## config.mk

```make
export PLATFORM = sky130hd
export DESIGN_NAME = branch_predict_next_pc
export DESIGN_NICKNAME = d
export VERILOG_FILES = /design/src/rtl/bpred_pkg.sv /design/src/rtl/bpred_table.sv /design/src/rtl/branch_predict_next_pc.sv
export SDC_FILE = /design/constraint.sdc
export NUM_CORES = 1
export LEC_CHECK = 0
export BUFFER_PORTS_ARGS = -buffer_cell sky130_fd_sc_hd__buf_4
export CAP_MARGIN = 20
export CORE_AREA = 2 2 76 78
export DETAILED_ROUTE_END_ITERATION = 8
export DIE_AREA = 0 0 78 80
export PLACE_DENSITY = 0.68
export SLEW_MARGIN = 20
export SYNTH_ARGS = -nofsm -noshare
export SYNTH_HDL_FRONTEND = slang
export SYNTH_SLANG_ARGS = --single-unit
```

## constraint.sdc

```tcl
create_clock -name vclk -period 6.8
set_input_delay 1.36 -clock vclk [all_inputs]
set_output_delay 1.36 -clock vclk [all_outputs]
set_load 0.01 [all_outputs]
```

## src/rtl/bpred_pkg.sv

```systemverilog
// Shared predictor types and constants for branch_predict_next_pc.
// Counter encodings, reset/allocation values and the fetch step size.
package bpred_pkg;

    typedef enum logic [1:0] {
        CNT_SNT = 2'b00,
        CNT_WNT = 2'b01,
        CNT_WT  = 2'b10,
        CNT_ST  = 2'b11
    } cnt_t;

    localparam cnt_t CNT_RESET = CNT_WNT;
    localparam cnt_t CNT_ALLOC = CNT_WT;
    localparam int unsigned INST_SIZE = 4;

    typedef struct packed {
        logic valid;
        cnt_t cnt;
    } bpred_entry_t;

    function automatic cnt_t cnt_inc(input cnt_t c);
        cnt_t r;
        unique case (c)
            CNT_SNT: r = CNT_WNT;
            CNT_WNT: r = CNT_WT;
            default: r = CNT_ST;
        endcase
        return r;
    endfunction

    function automatic cnt_t cnt_dec(input cnt_t c);
        cnt_t r;
        unique case (c)
            CNT_ST:  r = CNT_WT;
            CNT_WT:  r = CNT_WNT;
            default: r = CNT_SNT;
        endcase
        return r;
    endfunction

endpackage

```

## src/rtl/bpred_table.sv

```systemverilog
// Direct-mapped branch history table: one combinational read port for
// lookup, one training write port; reads see pre-update contents.
module bpred_table
    import bpred_pkg::*;
#(
    parameter int unsigned ENTRIES = 16,
    parameter int unsigned XLEN    = 32
) (
    input  logic            clock,
    input  logic            reset,
    input  logic [XLEN-1:0] rd_addr_i,
    output logic            rd_taken_o,
    output logic [XLEN-1:0] rd_target_o,
    input  logic            wr_valid_i,
    input  logic [XLEN-1:0] wr_pc_i,
    input  logic            wr_taken_i,
    input  logic [XLEN-1:0] wr_target_i
);

    localparam int unsigned IW = $clog2(ENTRIES);
    localparam int unsigned TW = XLEN - IW - 2;

    bpred_entry_t    ent_q [ENTRIES];
    logic [TW-1:0]   tag_q [ENTRIES];
    logic [XLEN-1:0] tgt_q [ENTRIES];

    logic [IW-1:0] rd_idx;
    logic [TW-1:0] rd_tag;
    logic [IW-1:0] wr_idx;
    logic [TW-1:0] wr_tag;
    logic          wr_hit;
    logic          we;
    bpred_entry_t    ent_d;
    logic [TW-1:0]   tag_d;
    logic [XLEN-1:0] tgt_d;
    logic            unused_lo;

    assign rd_idx = rd_addr_i[IW+1:2];
    assign rd_tag = rd_addr_i[XLEN-1:IW+2];
    assign wr_idx = wr_pc_i[IW+1:2];
    assign wr_tag = wr_pc_i[XLEN-1:IW+2];
    assign unused_lo = ^{rd_addr_i[1:0], wr_pc_i[1:0]};

    assign rd_taken_o  = ent_q[rd_idx].valid
                      && (tag_q[rd_idx] == rd_tag)
                      && ent_q[rd_idx].cnt[1];
    assign rd_target_o = tgt_q[rd_idx];

    assign wr_hit = ent_q[wr_idx].valid && (tag_q[wr_idx] == wr_tag);

    always_comb begin
        we    = 1'b0;
        ent_d = ent_q[wr_idx];
        tag_d = tag_q[wr_idx];
        tgt_d = tgt_q[wr_idx];
        if (wr_valid_i) begin
            if (wr_hit) begin
                we = 1'b1;
                if (wr_taken_i) begin
                    ent_d.cnt = cnt_inc(ent_q[wr_idx].cnt);
                    tgt_d     = wr_target_i;
                end else begin
                    ent_d.cnt = cnt_dec(ent_q[wr_idx].cnt);
                end
            end else if (wr_taken_i) begin
                // Miss on a taken branch replaces whatever held the slot.
                we    = 1'b1;
                ent_d = '{valid: 1'b1, cnt: CNT_ALLOC};
                tag_d = wr_tag;
                tgt_d = wr_target_i;
            end
        end
    end

    always_ff @(posedge clock or negedge reset) begin
        if (!reset) begin
            for (int i = 0; i < int'(ENTRIES); i++) begin
                ent_q[i] <= '{valid: 1'b0, cnt: CNT_RESET};
                tag_q[i] <= '0;
                tgt_q[i] <= '0;
            end
        end else if (we) begin
            ent_q[wr_idx] <= ent_d;
            tag_q[wr_idx] <= tag_d;
            tgt_q[wr_idx] <= tgt_d;
        end
    end

endmodule

```

## src/rtl/branch_predict_next_pc.sv

```systemverilog
// Next-fetch-PC selection with optional bimodal predictor.
// Predictor present only when BPRED_EN is defined.
module branch_predict_next_pc
    import bpred_pkg::*;
#(
    parameter int unsigned BHT_ENTRIES = 16,
    parameter int unsigned XLEN        = 32
) (
    input  logic            clock,
    input  logic            reset,
    input  logic [XLEN-1:0] inst_address,
    input  logic            stall,
    input  logic            redirect_valid,
    input  logic [XLEN-1:0] redirect_pc,
    input  logic            upd_valid,
    input  logic [XLEN-1:0] upd_pc,
    input  logic            upd_taken,
    input  logic [XLEN-1:0] upd_target,
    output logic [XLEN-1:0] next_pc,
    output logic            pred_taken,
    output logic [XLEN-1:0] pred_target
);

    logic            lk_taken;
    logic [XLEN-1:0] lk_target;
    logic [XLEN-1:0] seq_pc;

    assign seq_pc = inst_address + XLEN'(INST_SIZE);

`ifdef BPRED_EN
    logic            pred_taken_q, pred_taken_d;
    logic [XLEN-1:0] pred_target_q, pred_target_d;

    bpred_table #(
        .ENTRIES (BHT_ENTRIES),
        .XLEN    (XLEN)
    ) u_table (
        .clock       (clock),
        .reset       (reset),
        .rd_addr_i   (inst_address),
        .rd_taken_o  (lk_taken),
        .rd_target_o (lk_target),
        .wr_valid_i  (upd_valid),
        .wr_pc_i     (upd_pc),
        .wr_taken_i  (upd_taken),
        .wr_target_i (upd_target)
    );

    always_comb begin
        pred_taken_d  = pred_taken_q;
        pred_target_d = pred_target_q;
        if (redirect_valid) begin
            pred_taken_d  = 1'b0;
            pred_target_d = '0;
        end else if (!stall) begin
            pred_taken_d  = lk_taken;
            pred_target_d = lk_taken ? lk_target : '0;
        end
    end

    always_ff @(posedge clock or negedge reset) begin
        if (!reset) begin
            pred_taken_q  <= 1'b0;
            pred_target_q <= '0;
        end else begin
            pred_taken_q  <= pred_taken_d;
            pred_target_q <= pred_target_d;
        end
    end

    assign pred_taken  = pred_taken_q;
    assign pred_target = pred_target_q;
`else
    logic unused_upd;

    assign unused_upd  = ^{clock, upd_valid, upd_pc,
                           upd_taken, upd_target};
    assign lk_taken    = 1'b0;
    assign lk_target   = '0;
    assign pred_taken  = 1'b0;
    assign pred_target = '0;
`endif

    always_comb begin
        if (redirect_valid) begin
            next_pc = redirect_pc;
        end else if (stall) begin
            next_pc = inst_address;
        end else if (lk_taken) begin
            next_pc = lk_target;
        end else begin
            next_pc = seq_pc;
        end
    end

endmodule

```

==> results summary, run 1 <==
The achievable clock frequency is between 0.2 and 0.25 GHz. The number of cell rows came out at 27. The critical path class is in2out. In this run the cell area of the synthesized design comes to around 1300 um2. The number of vias per cell after detailed routing came out at 4.59. The count of vias placed by the detailed router came out at between 1500 and 2000.

In the finished layout, the clock tree contains a buffer count of 0. After synthesis, the cell types taking the most area are buf_4 (20%), nand2_1 (8.4%), xnor2_1 (8.4%). The total inserted antenna cells is 0. STA classifies the critical path endpoint as an output port. The synthesized netlist cell count came out at 207. In this run the most critical hold path is launched from redirect_pc[19]. The number of routed nets with antenna violations came out at 0. The final cell area excluding filler cells is around 1900 um2. Registers take 0 um2. The final-layout setup total negative slack is 0 ns.

For this run, the number of Yosys warnings is 0. The final-stage net count is about 430. The worst setup path is launched from a primary input. The total of hold buffers inserted after clock tree synthesis is 0. The number of detailed-route iterations in the first pass came out at 4.

The number of setup buffers added after CTS came out at 0. The min-delay analysis places its worst path in the category in2out. The die boundary height is roughly 80 um. The overall overflow remaining after global route is 0.

The cell area reported after detailed placement came out at approximately 1900 um2. The mean post-synth cell area is 6.06 um2. The worst IR drop on VDD is about 0.00002 V. The most common cell in the synthesized netlist is buf_4. Summed over all cells, the static leakage comes to between 0.0008 and 0.0009 uW.

The time the final worst path needs with I/O delays and setup came out at a little under 5 ns. The final hold violation count is 0. The synthesized design spends more area on one cell type than any other, namely buf_4. The relative slew slack is around two fifths.

The path with the worst hold slack has its endpoint at next_pc[19]. Summed over all nets, the half-perimeter wirelength after detailed placement is about 3400 um. The maximum net fanout on the critical path came out at 16. Setup repair after global routing left no endpoint under its margin. The sequential cell area fraction in the yosys report is 0%. The post-detailed-route DRC marker count is 0. Yosys mapped the design onto 36 distinct sky130hd cell types. The number of port buffers is 98. The number of antenna violations at the first check in global routing came out at 0.

The filler cells instantiated in the layout total roughly 620. The full die area is 6240 um2. The count of flip-flops and latches came out at 0.

For this configuration, the core starts out at a cell density of between 20% and 30%. Summed over its instances, the top area cell type makes up a little under 20% of the synthesized netlist area. The ratio of final minimum period to clock period is 72.3%.

The data required time of the worst path is between 5 and 6 ns. In this run, post-CTS repair resized a total of 0 instances. Of the cells placed in the final design, the portion with a size suffix greater than 1 is between 30% and 40%. Data on the critical path arrives at its endpoint at 3.55 ns. The top-level port count came out at a little under 200. The number of failing setup endpoints in the final timing report came out at 0. The max-cap check violation count came out at 0. The global-route usage over all layers came out at between 10 and 15%. The first global-routing pass estimated approximately 6600 um of wire. The core area is around 5400 um2. Entering global routing, the biggest net connects 49 pins.

The global placement routability congestion is approximately 0.72. The number of global-route vias before repair is around 1500. The floorplan die width came out at 78 um.

By count the netlist is led by buf_4 (33), nand2_1 (28), o21ai_0 (17), nor2_1 (16). For the pin with the worst max-slew slack, the measured transition is just under 0.9 ns. The final max-slew violation count is 0.

The flow ran to the end, and the final reports show no timing, DRC or antenna violations. The routed wire length came out at 4090 um. The power density of the placed cells came out at about 60 nW/um2. The detailed router finished its first iteration with 59 violations. The number of stages on the worst hold path came out at 4. In the final routed layout, each cell accounts on average for approximately 11 um. The area overhead of the layout relative to synthesis came out at 52.4%.
[cells by family (layout without fill, tap and decap cells)]
group                    count (synthesis)  in the layout  synth area share, %
AO/OA/AOI/OAI                           39             39                 19.9
XOR/XNOR                                14             14                 9.77
adder cells (fa/ha/maj)                  1              1                0.997
buffers and inverters                   54            109                 26.2
multiplexers                             3              3                 2.59
other                                    1             33                0.299
AND/OR/NAND/NOR                         95             95                 40.2
[layout make-up]
class | count | area [um2] | share of cell area (%)
inverter | 11 | 41.3 | 2.16
multi-input combinational | 185 | 1050 | 54.7
timing repair buffer | 98 | 736 | 38.5
tap | 72 | 90.1 | 4.71
[stage by stage]
stage          util [%]  total power [uW]  hold WS [ns]  cells  setup slack [ns]
6_report           35.4               111          3.01    366              1.89
5_1_grt            35.4               123          3.02    366              1.76
4_1_cts            35.4               112          3.01    366              1.91
3_5_place_dp       35.4               112          3.01    366              1.91
3_3_place_gp       35.4               110          3.01    366              1.91
2_1_floorplan         -              61.6          2.85    239              2.48
[per-layer routing]
layer  track usage [%]  wire length [um]  up-vias
met2              22.9              1960       82
met1              15.0              1740      736
met3              2.04               383        0
met4             0.351                 0        0
li1                  -                 -      862
met5                 0                 0        -
[worst max path at each step]
stage | from | end | cells after the start
floorplan | inst_address[2] | next_pc[28] | 5
global placement | stall | next_pc[27] | 6
detailed placement | stall | next_pc[27] | 6
CTS | stall | next_pc[27] | 6
global route | stall | next_pc[27] | 6
finish | stall | next_pc[27] | 6
[layout by cell type (no fill, tap or decap), drive strengths merged, types with 4 or more instances in the layout]
cell type,synthesis,layout
a31oi,9,9
o31ai,4,4
or3,4,4
nand2,28,28
nor2,16,16
nor3,4,4
conb,1,33
nor4,6,6
o21ai,17,17
nand4,7,7
or4,10,10
buf,35,98
inv,11,11
nand3,13,13
xnor2,12,12
[power by group]
part | total, uW | internal, uW | switching [uW]
logic | 111 | 56.6 | 54.9
registers | 0 | 0 | 0
clock network | 0 | 0 | 0
[critical path, stage by stage]
cell	delay [ns]
buf_4	0.13
nand4b_1	0.40
or4_1	0.76
or4b_1	0.54
a31oi_1	0.21
buf_4	0.15
Power figures use the tool's default switching activity.
==> inputs of run 2 (changes only) <==
--- a/config.mk
+++ b/config.mk
@@ -7,10 +7,10 @@
 export LEC_CHECK = 0
 export BUFFER_PORTS_ARGS = -buffer_cell sky130_fd_sc_hd__buf_4
 export CAP_MARGIN = 20
-export CORE_AREA = 2 2 76 78
+export CORE_AREA = 2 2 78 80
 export DETAILED_ROUTE_END_ITERATION = 8
-export DIE_AREA = 0 0 78 80
-export PLACE_DENSITY = 0.68
+export DIE_AREA = 0 0 80 82
+export PLACE_DENSITY = 0.67
 export SLEW_MARGIN = 20
 export SYNTH_ARGS = -nofsm -noshare
 export SYNTH_HDL_FRONTEND = slang
==> constraint.sdc (replaced) <==
create_clock -name vclk -period 4
set_input_delay 0.8 -clock vclk [all_inputs]
set_output_delay 0.8 -clock vclk [all_outputs]
set_load 0.01 [all_outputs]
==> run 2 against run 1 <==
Against the previous run: worst hold slack lost 1.1 ns; count of clock-buffer cells in the layout is the same; largest power group unchanged; critical path type unchanged; total power grew 71%; non-clock buffer count grew 4.
==> results summary, run 2 (synthesis results as in run 1) <==
The area overhead of the layout relative to synthesis is 55.1%. The combinational power share came out at 100.0%. The data required time of the worst path is between 3 and 4 ns. The routed wire length came out at just over 4000 um. In this run the count of I/O pins placed on the die edge is 199. The final-stage net count came out at ~440. The first global-routing pass estimated 6490 um of wire.

The initial utilization of the core area, before any placement, comes to 21.8%. The number of antenna violations at the first check in global routing came out at 0. The run finished with clean final reports.

The global-route usage over all layers is 11.5%. The worst-margin pin slew came out at ~0.57 ns. The number of vias per cell after detailed routing is approximately 4.4. For this block, wires on met1 add up to 1810 um. The maximum net fanout on the critical path came out at 16.

The core area is 5750 um2. The die boundary height came out at between 80 and 90 um. Once placement finished, the instance area stood at between 1500 and 2000 um2. The total of hold buffers inserted after clock tree synthesis came out at 0.

Wire segments on met2 add up to slightly below 2000 um in the final route. The clock buffer count in the final layout is 0. The floorplan die width is around 80 um.

The ratio of final minimum period to clock period came out at about nine tenths. The first-iteration detailed-routing DRC count came out at 49. The tool flagged a number of max-cap violations equal to 0. The total inserted antenna cells is 0. The clock network power share came out at 0%. The number of port buffers came out at between 90 and 100. The number of stages on the worst hold path came out at 4.

The power dissipated by switching net loads came out at approximately 93 uW. The total overflow left after global routing is 0. The number of cell rows is 28. The number of routed nets with antenna violations came out at 0. In this run the most critical hold path is launched from redirect_pc[20]. The achievable clock frequency came out at between 0.2 and 0.3 GHz. The count of flip-flops and latches came out at 0. IR analysis of the VDD net gives a maximum drop of between 0.00004 and 0.00005 V. The static power due to leakage is approximately 0.0009 uW. The share of total power consumed by net switching is about half. The number of setup buffers added after CTS came out at 0. The library cell used most frequently in the layout, excluding fill and tap cells, is buf_4. Post-CTS repair changed the size of 0 cells. The critical path launch point is inst_address[8]. The average wire per standard cell is 11.1 um. The final cell area excluding filler cells is just under 2000 um2. The full die area is 6560 um2. The number of global-route vias before repair is roughly 1500.

In this run the worst hold path is classified as in2out. The combined area of the multi-input logic cells is 1050 um2. Registers are responsible for 0% of the overall power. The worst setup path is of the in2out kind. Detailed routing inserted a total of approximately 1700 vias. Registers take 0 um2. Setup repair after global routing left no endpoint under its margin. The filler cells instantiated in the layout total 642. The met3 wirelength from detailed routing is around 350 um.

The number of failing setup endpoints in the final timing report is 0. The global placement routability congestion is ~0.67. The fraction of final layout cells with drive strength greater than 1 is between 30% and 40%. The library cells used most frequently in the layout, excluding fill and tap cells, are buf_4 (102), conb_1 (33), nand2_1 (28). The worst setup path is launched from a primary input. The final-layout setup total negative slack is 0 ns. The final max-slew violation count is 0. The power density of the placed cells came out at between 90 and 100 nW/um2. The relative slew slack is about 62%.

After detailed routing, no signal wire sits above met3. The post-route worst hold slack came out at approximately 1.9 ns. The internal power of the cells came out at between 90 and 100 uW. The time the final worst path needs with I/O delays and setup came out at approximately 3.6 ns. After detailed routing, the number of remaining DRC violations is 0. The arrival time of the worst setup path came out at approximately 2.8 ns.

The pre-antenna-repair detailed-routing pass consisted of 4 iterations. After legalization and detailed placement, the total HPWL measured roughly 3500 um. The pin count of the biggest net entering global routing came out at 49.

The final hold violation count is 0. The type of destination of the critical path is an output port.
-- run 2: cell count changes in the layout (fill, tap and decap cells not counted), sizes merged --
cell / delta
buf: +4
-- run 2: final cells by class --
type,instances,area share (%)
multi-input cells,185,53.7
inverters,11,2.12
repair buffers,102,39.3
well taps,75,4.82
-- run 2: worst max-delay path, stage by stage --
cell and delay [ns]:
buf_4 0.11, nand4_1 0.19, or4_1 0.82, or4b_1 0.57, a31oi_1 0.20, buf_4 0.15
-- run 2: power by group through the flow --
stage                     combinational, uW  clock, uW  sequential [uW]
after global placement                  189          0                0
final                                   191          0                0
after floorplan                         105          0                0
after detailed placement                191          0                0
after CTS                               192          0                0
after global routing                    212          0                0
-- run 2: stage by stage --
| step | util (%) | setup slack [ns] | instances | total power [uW] |
|---|---|---|---|---|
| 6_report | 33.9 | 0.375 | 373 | 191 |
| 2_1_floorplan | - | 0.798 | 239 | 105 |
| 4_1_cts | 33.9 | 0.374 | 373 | 192 |
| 3_3_place_gp | 33.9 | 0.447 | 373 | 189 |
| 5_1_grt | 33.9 | 0.224 | 373 | 212 |
| 3_5_place_dp | 33.9 | 0.373 | 373 | 191 |
-- run 2: metal layers --
layer  up-vias  track usage, %
met5         -               0
met4         0               0
met3         0           0.769
met2        85            21.2
met1       707            15.7
li1        863               -
-- run 2: path summary, 6_finish.rpt --
| check | to | slack, ns |
|---|---|---|
| worst min-delay path | next_pc[20] | 1.89 |
| worst max-delay path | next_pc[27] | 0.37 |
==> inputs of run 3 (changes only) <==
--- a/config.mk
+++ b/config.mk
@@ -5,12 +5,14 @@
 export SDC_FILE = /design/constraint.sdc
 export NUM_CORES = 1
 export LEC_CHECK = 0
-export BUFFER_PORTS_ARGS = -buffer_cell sky130_fd_sc_hd__buf_4
+export ABC_AREA = 1
+export BUFFER_PORTS_ARGS = -buffer_cell sky130_fd_sc_hd__buf_2
 export CAP_MARGIN = 20
-export CORE_AREA = 2 2 78 80
+export CORE_AREA = 2 2 77 79
 export DETAILED_ROUTE_END_ITERATION = 8
-export DIE_AREA = 0 0 80 82
-export PLACE_DENSITY = 0.67
+export DIE_AREA = 0 0 79 81
+export GPL_ROUTABILITY_DRIVEN = 0
+export PLACE_DENSITY = 0.75
 export SLEW_MARGIN = 20
 export SYNTH_ARGS = -nofsm -noshare
 export SYNTH_HDL_FRONTEND = slang
==> run 3 against run 2 <==
Against the previous run: global-route usage rose by 2.2 points; first-iteration DRC count rose by 14%; area after synthesis rose by 25%; combinational power fell by 9%; critical path depth rose by 5; worst setup slack improved by 0.66 ns; cell area rose by 3.0%; via count rose by 24%; core utilization rose by 1.4 points; synthesized cell count rose by 46%.
==> results summary, run 3 <==
The count of vias placed by the detailed router is a little over 2000. The die covers approximately 6400 um2. In the layout the commonest cells are nand2_1 (113), buf_2 (98), nand3_1 (33), conb_1 (33), nor2_1 (23).

The net count of the finished layout is approximately 530. The number of cell rows came out at 28. The post-cts repair resize count came out at 0.

The effective utilization at floorplan is 27.7%. By count the netlist is led by nand2_1 (113), buf_4 (33), nand3_1 (33), nor2_1 (23), inv_1 (22). The worst hold path begins at inst_address[1].

The maximum net fanout on the critical path is 5. The fraction of final layout cells with drive strength greater than 1 came out at between 30% and 40%. The total inserted antenna cells came out at 0. Of all cell types, the one taking the most synthesized area is nand2_1. In the final timing run, aggregate negative setup slack is 0 ns. In this run the vertical extent of the chip is 81 um. Dividing the detail-routed wire length by the instance count gives approximately 10 um. At the worst endpoint, the arrival time is about 2.2 ns. The number of warnings printed during yosys synthesis came out at 0. The achievable clock frequency came out at roughly 0.34 GHz.

Setup violations remaining at the end of the flow were counted as 0. The data required time of the worst path is ~3.2 ns. After filler insertion, the fill cell instance count of the layout stands at between 600 and 700. The global-route wire length before repair came out at 7440 um. For this run the aggregate overflow at the end of global routing stands at 0. The completed layout was analyzed and its total power is approximately 170 uW.

On the critical path, the stage with the largest delay is an instance of nor2_2. The static power due to leakage came out at 0.00111 uW. In this run the worst setup path begins at inst_address[2]. The synthesized netlist cell count came out at about 300. The most frequently used cell type in the post-synthesis netlist is nand2_1.

The count of placed standard cells in the final layout, fillers left out came out at 470. The first-iteration detailed-routing DRC count came out at 56. STA classifies the critical path startpoint as a primary input. The total area of sequential cells is 0 um2. between 150 and 200 I/O pins were placed. The final hold violation count is 0.

The core area came out at approximately 5700 um2. Walking the worst path, the cells encountered are buf_2 -> ha_1 -> nand2_1 -> nor2_4 -> nand3_1 -> nor2_2 -> nand3_1 -> nand2_1 -> nand3_1 -> nand2_1 -> buf_2. The post-synth design cell area is 1570 um2. Setup repair after global routing left no endpoint under its margin. After synthesis, the mean cell area works out to between 5 and 6 um2. The total of hold buffers inserted after clock tree synthesis came out at 0.

The flow ran to the end, and the final reports show no timing, DRC or antenna violations. The number of global-route vias before repair came out at about 1700. The number of setup buffers added after CTS is 0. Max-cap violations in this run came to 0. The post-detailed-route DRC marker count came out at 0. The number of port buffers is between 90 and 100.

The global-route usage over all layers is about 14%. The power density of the placed cells is 86.2 nW/um2. The ratio of final minimum period to clock period came out at 74.1%. For the pin with the worst max-slew slack, the measured transition is between 0.7 and 0.8 ns. The relative slew slack came out at around half. The number of antenna violations at the first check in global routing was 0. The count of flip-flops and latches came out at 0. The distinct cell type count of the synthesized netlist is 34. The number of routed nets with antenna violations is 0. The sequential cell area fraction in the yosys report came out at 0%. The utilization of the core after routing came out at a little over a third.

The largest incremental delay on the critical path is roughly 0.21 ns. Yosys attributes the largest share of cell area to nand2_1 (27%), buf_4 (16%), nand3_1 (10%). The final max-slew violation count is 0. The number of detailed-route iterations in the first pass is 4. The path class of the tightest hold or removal check is in2out.

The most common library cell in the layout ignoring fill and taps is nand2_1. The area overhead of the layout relative to synthesis came out at 27.3%. The clock buffer count in the final layout came out at 0. The worst setup path is of the in2out kind.

The synthesized design devotes to its leading area cell type roughly 27% of total area. The floorplan die width came out at around 80 um. The type of destination of the critical path is an output port.

IR analysis of the VDD net gives a maximum drop of just over 0.00003 V. The routed wire length came out at about 4800 um. The placed instance count came out at 470. Entering global routing, the biggest net connects 38 pins. The final HPWL from detailed placement is slightly above 4000 um. The number of vias per cell after detailed routing is between 4 and 5. The time the final worst path needs with I/O delays and setup is just under 3 ns. The combined area of the multi-input logic cells came out at ~1300 um2.
==> run 3: cell types whose count changed after synthesis, sizes merged, moves of 4 or more <==
cell / previous run / this run
a31oi: 9 / 0
nor4: 6 / 0
inv: 11 / 27
nand4: 7 / 3
nand3: 13 / 36
xnor2: 12 / 1
or4: 10 / 0
a21oi: 0 / 5
nand2: 28 / 117
or3: 4 / 0
nor2: 16 / 37
or2: 1 / 6
==> run 3: kinds of logic after synthesis <==
group,after synthesis,share of synthesized area [%]
buffers and inverters,67,24.6
other,1,0.238
AND/OR/NAND/NOR,208,64.7
adder cells (fa/ha/maj),1,0.795
XOR/XNOR,4,2.23
AO/OA/AOI/OAI,22,7.47
==> run 3: final timing paths <==
kind | end | slack (ns) | cells after the start
setup / recovery | next_pc[26] | 1.04 | 11
hold / removal | next_pc[1] | 1.87 | 4
==> run 3: layer usage <==
| layer | part of all wire, % | vias up | track usage, % | wire length, um |
|---|---|---|---|---|
| met3 | 7.1 | 8 | 1.22 | 338 |
| li1 | - | 1075 | - | - |
| met1 | 40 | 879 | 16.3 | 1930 |
| met5 | 0 | - | 0 | 0 |
| met2 | 51 | 84 | 26.9 | 2420 |
| met4 | 1.4 | 0 | 2.76 | 68 |
==> run 3: area by class of cell <==
cell class / instances / share of cell area, %
multi-input combinational: 268 / 65.2
tap: 75 / 4.68
timing repair buffer: 99 / 24.8
inverter: 28 / 5.24
==> run 3: critical path: cells and delay by family <==
kind / cells / cell delay [ns]
adder cells (fa/ha/maj): 1 / 0.16
buffers and inverters: 2 / 0.24
AND/OR/NAND/NOR: 8 / 0.95
==> run 3: stage by stage <==
| stage | setup slack [ns] | hold WS [ns] | area, um2 |
|---|---|---|---|
| after floorplan | 1.49 | 1.72 | 1690 |
| after global placement | 1.06 | 1.87 | 2000 |
| after detailed placement | 1.05 | 1.88 | 2000 |
| after CTS | 1.04 | 1.88 | 2000 |
| after global routing | 0.928 | 1.89 | 2000 |
| final | 1.04 | 1.87 | 2000 |
==> run 3: where the power goes <==
part / switching, uW / leakage (uW) / total [uW] / internal [uW]
combinational: 106 / 0.00111 / 173 / 66.5
clock: 0 / 0 / 0 / 0
sequential: 0 / 0 / 0 / 0
